### src/rtl/sram_port0_ctrl.sv
// Request/response initiator for the RW port of the 32x512 OpenRAM macro.
// Registers every macro input, optionally zero-fills the array after reset, and returns one response per request.
module sram_port0_ctrl #(
  parameter int DATA_WIDTH    = 32,
  parameter int NUM_WMASKS    = 4,
  parameter int ADDR_WIDTH    = 9,
  parameter int RAM_DEPTH     = 1 << ADDR_WIDTH,
  parameter int INIT_ON_RESET = 1,
  parameter logic [DATA_WIDTH-1:0] INIT_VALUE = '0
) (
  input  logic                  wb_clk_i,
  input  logic                  wb_rst_i,
  input  logic                  req_valid,
  output logic                  req_ready,
  input  logic                  req_we,
  input  logic [NUM_WMASKS-1:0] req_wmask,
  input  logic [ADDR_WIDTH-1:0] req_addr,
  input  logic [DATA_WIDTH-1:0] req_wdata,
  output logic                  rsp_valid,
  input  logic                  rsp_ready,
  output logic                  rsp_we,
  output logic [DATA_WIDTH-1:0] rsp_rdata,
  output logic                  init_done,
  output logic                  sram_csb0,
  output logic                  sram_web0,
  output logic [NUM_WMASKS-1:0] sram_wmask0,
  output logic [ADDR_WIDTH-1:0] sram_addr0,
  output logic [DATA_WIDTH-1:0] sram_din0,
  input  logic [DATA_WIDTH-1:0] sram_dout0
);

  localparam logic [2:0] S_INIT  = 3'd0;
  localparam logic [2:0] S_IDLE  = 3'd1;
  localparam logic [2:0] S_ISSUE = 3'd2;
  localparam logic [2:0] S_WAIT  = 3'd3;
  localparam logic [2:0] S_RESP  = 3'd4;

  localparam logic [2:0]            RESET_STATE = (INIT_ON_RESET != 0) ? S_INIT : S_IDLE;
  localparam logic [ADDR_WIDTH-1:0] LAST_ADDR   = ADDR_WIDTH'(RAM_DEPTH - 1);

  logic [2:0]            state_q, state_d;
  logic [ADDR_WIDTH-1:0] cnt_q, cnt_d;
  logic                  last_q, last_d;
  logic                  csb_q, csb_d;
  logic                  web_q, web_d;
  logic [NUM_WMASKS-1:0] wmask_q, wmask_d;
  logic [ADDR_WIDTH-1:0] addr_q, addr_d;
  logic [DATA_WIDTH-1:0] din_q, din_d;
  logic                  rsp_valid_q, rsp_valid_d;
  logic                  rsp_we_q, rsp_we_d;
  logic [DATA_WIDTH-1:0] rsp_rdata_q, rsp_rdata_d;
  logic                  init_done_q, init_done_d;

  // last_q marks that the final fill address is already on the macro pins,
  // so the counter never needs an extra bit to reach RAM_DEPTH.
  always_comb begin
    state_d     = state_q;
    cnt_d       = cnt_q;
    last_d      = last_q;
    csb_d       = csb_q;
    web_d       = web_q;
    wmask_d     = wmask_q;
    addr_d      = addr_q;
    din_d       = din_q;
    rsp_valid_d = rsp_valid_q;
    rsp_we_d    = rsp_we_q;
    rsp_rdata_d = rsp_rdata_q;
    init_done_d = init_done_q;

    case (state_q)
      S_INIT: begin
        if (last_q) begin
          csb_d       = 1'b1;
          web_d       = 1'b1;
          init_done_d = 1'b1;
          last_d      = 1'b0;
          cnt_d       = '0;
          state_d     = S_IDLE;
        end else begin
          csb_d   = 1'b0;
          web_d   = 1'b0;
          wmask_d = '1;
          addr_d  = cnt_q;
          din_d   = INIT_VALUE;
          cnt_d   = cnt_q + 1'b1;
          last_d  = (cnt_q == LAST_ADDR);
        end
      end
      S_IDLE: begin
        csb_d       = 1'b1;
        init_done_d = 1'b1;
        if (req_valid) begin
          csb_d    = 1'b0;
          web_d    = ~req_we;
          addr_d   = req_addr;
          din_d    = req_wdata;
          wmask_d  = req_we ? req_wmask : '0;
          rsp_we_d = req_we;
          state_d  = S_ISSUE;
        end
      end
      S_ISSUE: begin
        csb_d   = 1'b1;
        web_d   = 1'b1;
        state_d = S_WAIT;
      end
      // The macro read at the negedge after ISSUE, so dout0 is valid here.
      S_WAIT: begin
        rsp_rdata_d = rsp_we_q ? '0 : sram_dout0;
        rsp_valid_d = 1'b1;
        state_d     = S_RESP;
      end
      S_RESP: begin
        if (rsp_ready) begin
          rsp_valid_d = 1'b0;
          state_d     = S_IDLE;
        end
      end
      default: begin
        csb_d   = 1'b1;
        web_d   = 1'b1;
        state_d = RESET_STATE;
      end
    endcase
  end

  always_ff @(posedge wb_clk_i or posedge wb_rst_i) begin
    if (wb_rst_i) begin
      state_q     <= RESET_STATE;
      cnt_q       <= '0;
      last_q      <= 1'b0;
      csb_q       <= 1'b1;
      web_q       <= 1'b1;
      wmask_q     <= '0;
      addr_q      <= '0;
      din_q       <= '0;
      rsp_valid_q <= 1'b0;
      rsp_we_q    <= 1'b0;
      rsp_rdata_q <= '0;
      init_done_q <= 1'b0;
    end else begin
      state_q     <= state_d;
      cnt_q       <= cnt_d;
      last_q      <= last_d;
      csb_q       <= csb_d;
      web_q       <= web_d;
      wmask_q     <= wmask_d;
      addr_q      <= addr_d;
      din_q       <= din_d;
      rsp_valid_q <= rsp_valid_d;
      rsp_we_q    <= rsp_we_d;
      rsp_rdata_q <= rsp_rdata_d;
      init_done_q <= init_done_d;
    end
  end

  assign req_ready   = (state_q == S_IDLE);
  assign rsp_valid   = rsp_valid_q;
  assign rsp_we      = rsp_we_q;
  assign rsp_rdata   = rsp_rdata_q;
  assign init_done   = init_done_q;
  assign sram_csb0   = csb_q;
  assign sram_web0   = web_q;
  assign sram_wmask0 = wmask_q;
  assign sram_addr0  = addr_q;
  assign sram_din0   = din_q;

endmodule
### config.mk
export PLATFORM = sky130hd
export DESIGN_NAME = sram_port0_ctrl
export DESIGN_NICKNAME = d
export VERILOG_FILES = /design/src/rtl/sram_port0_ctrl.sv
export SDC_FILE = /design/constraint.sdc
export NUM_CORES = 1
export LEC_CHECK = 0
export CAP_MARGIN = 20
export CORE_UTILIZATION = 49
export CTS_BUF_LIST = sky130_fd_sc_hd__clkbuf_8
export DETAILED_ROUTE_END_ITERATION = 10
export PLACE_DENSITY = 0.87
export SYNTH_ARGS = -nofsm -noshare
export SYNTH_HDL_FRONTEND = slang
export SYNTH_SLANG_ARGS = --single-unit
### constraint.sdc
create_clock -name wb_clk_i -period 7.6 [get_ports wb_clk_i]
set_input_delay 1.52 -clock wb_clk_i [delete_from_list [all_inputs] [get_ports wb_clk_i]]
set_output_delay 1.52 -clock wb_clk_i [all_outputs]
set_load 0.05 [all_outputs]
==> impl_metrics.ini <==
[outcome]
run_status = finished, final reports clean

[timing]
setup_viol = 0
skew_ns = 0.00772
relSlewSlack_pct = 44.8
period_share_pct = 48.0
fmaxAchievable_mhz = 274
layout_min_cycle_time_ns = 3.65
setup_tns_ns = 0
rsz0062_at_grt = no
hold_viol_final = 0
drv_slew = 0
finalWorstSetupSlack_ns = 3.95
tightest_slew_ns = 0.822
fin_hold_ws_ns = 0.488

[final_layout]
syn_to_final_growth_pct = 45.2
nets = 654
layout-drive-gt1-share_pct = 8.87
diodes = 0

[clock_network]
cts_tree = built
cts_inserted_buffers = 9
clkLatencyLatePin_ns = 0.35
clkSinkCount = 95
cts_post_setup_buffers_inserted = 0
cts.htree.levels = 3
clockBufferDepth = 2
ctsResizeCount = 0
hold_buffers = 0
path_clk_slew_ns = 0.09
cts_root_buffer = clkbuf_8

[logic_synthesis]
avgSynthCellArea_um2 = 10.3
syn_area_um2 = 4280
ys_seq_elements = 95
ys_async_sr_fraction_pct = 100
synth_top_area_cell = dfrtp_1
synth_cell_type_count = 40
synth_top_area_share_pct = 54.4
synthCells = 416
synth_flop_cell = dfrtp_1
syn_nets = 500
seq_area_frac_synth_pct = 55.6
ys_top_cells_by_area = dfrtp_1 54%, nand2_1 7.5%, mux2i_1 7.5%
synth-warning-count = 0
synth-edff-count = 0

[setup_path]
crit_slowest_cell = clkdlybuf4s50_1
path_class = reg2out
crit_fanout = 34
cp.buffers_inverters = 1
arrival_ns = 2.13
cp_cell_sequence = clkdlybuf4s50_1
r2r_setup_slack_ns = 5.30
crit_path_max_incr_delay_ns = 0.94
required_ns = 6.08
critPathLaunchType = flop
path_delay_family = buffers and inverters
cp-end-kind = output port

[place]
dp_slack_ns = 4.00
hpwlAfterDp_um = 7460
io_buffers = 164
place.gp.congestion = 0.786

[die]
start_util_pct = 51.3
core_um2 = 8340
ioPinCount = 165
die_height_um = 95.5
placementRows = 33
die-width_um = 95.5
die-area_um2 = 9110

[route]
drtIter0Drc = 124
wl_per_cell_um = 15.2
drc_errors = 0
final_antenna_net_count = 0
dr.pass1.iters = 4
via_per_inst = 5.02
num_vias = 3414
totalWireLength_um = 10300

[grt]
antenna_found_initial = 0
use_met3_pct = 6.06
grt_max_degree = 67
met1_usage_pct = 28.4
grt_pass1_wl_um = 15900
gr-total-overflow = 0
track_usage_pct = 22.8
grt-busiest-layer = met2
first_global_vias = 3380
gr-usage-met2_pct = 39.0

[power_and_ir_drop]
peakVddDrop_v = 0.000108
totalPowerFinal_uw = 950
p_leak_nw = 2.63
powerDensity_nw_per_um2 = 153

[job]
drv_cap = 0

[worst_hold_path]
min_path_type = reg2reg
final cells by class:
cell class,count,area (um^2)
inverter,34,130
timing repair buffer,168,1670
clock buffer,9,124
sequential,95,2380
clock inverter,7,113
fill,611,2130
tap,105,131
multi-input combinational,262,1660
sequential cells by signal, indices dropped and copies added (netlist names), 3 cells and up:
signal / flops
sram_addr0: 9
rsp_rdata: 32
sram_wmask0: 4
cnt_q: 9
sram_din0: 32
state_q: 3
final timing paths:
path | startpoint | end | cells past startpoint
max | rsp_we | rsp_we | 1
min | rsp_rdata[19] | rsp_rdata[19] | 2
max reg2reg | last_q | sram_wmask0[0] | 4
min reg2reg | rsp_rdata[19] | rsp_rdata[19] | 2
max in group asynchronous | wb_rst_i | rsp_rdata[27] | 3
min in group asynchronous | wb_rst_i | sram_din0[14] | 2
report_power, final:
part,internal (mW),switching [mW]
registers,0.505,0
clock network,0.217,0.170
logic,0.0391,0.0194
synth_stat cells (2+ instances only):
cell / number
clkbuf_1: 14
buf_2: 9
a211o_1: 2
dfrtp_1: 93
nand3b_1: 4
nand3_1: 3
dfstp_2: 2
a21oi_1: 4
and2_1: 2
nor3_1: 3
o21bai_1: 2
nand2_1: 86
nor2_1: 4
ha_1: 2
nand2b_1: 33
mux2_2: 25
inv_1: 34
mux2i_1: 32
nor2b_1: 3
o21ai_0: 39
cell families after synthesis:
kind of cell / count (synthesis) / share of synthesized area, %
mux: 57 / 14.1
buf+inv: 59 / 5.70
simple gates: 147 / 16.5
compound gates: 56 / 7.52
flops: 95 / 55.6
fa+ha+maj: 2 / 0.585
cell usage in the layout (no fill, tap or decap), types with 2 or more instances in the layout:
| cell type | n |
|---|---|
| ha_1 | 2 |
| bufinv_16 | 3 |
| inv_1 | 34 |
| nand2b_1 | 33 |
| dfstp_2 | 2 |
| clkbuf_8 | 9 |
| nor3_1 | 3 |
| mux2i_1 | 32 |
| nor2_1 | 4 |
| buf_4 | 4 |
| o21bai_1 | 2 |
| dfrtp_1 | 93 |
| nand3_1 | 3 |
| and2_1 | 2 |
| mux2_2 | 25 |
| a21oi_1 | 4 |
| clkdlybuf4s50_1 | 164 |
| nand3b_1 | 4 |
| clkinv_2 | 2 |
| o21ai_0 | 39 |
| nand2_1 | 86 |
| nor2b_1 | 3 |
layer usage:
metal | vias to the layer above | share of wire [%] | wire length [um]
met5 | - | 0 | 0
met4 | 0 | 1.2 | 120
met3 | 15 | 7.1 | 730
met2 | 117 | 49 | 5060
met1 | 1620 | 43 | 4420
li1 | 1662 | - | -
per-stage QoR:
| stage | utilization [%] | cell area [um^2] | std cells |
|---|---|---|---|
| detailed placement | 71.6 | 5980 | 664 |
| floorplan | - | 4280 | 416 |
| global placement | 71.6 | 5980 | 664 |
| CTS | 74.5 | 6210 | 680 |
| finish | 74.5 | 6210 | 680 |
| global route | 74.5 | 6210 | 680 |
(Power assumes the default switching activity.)
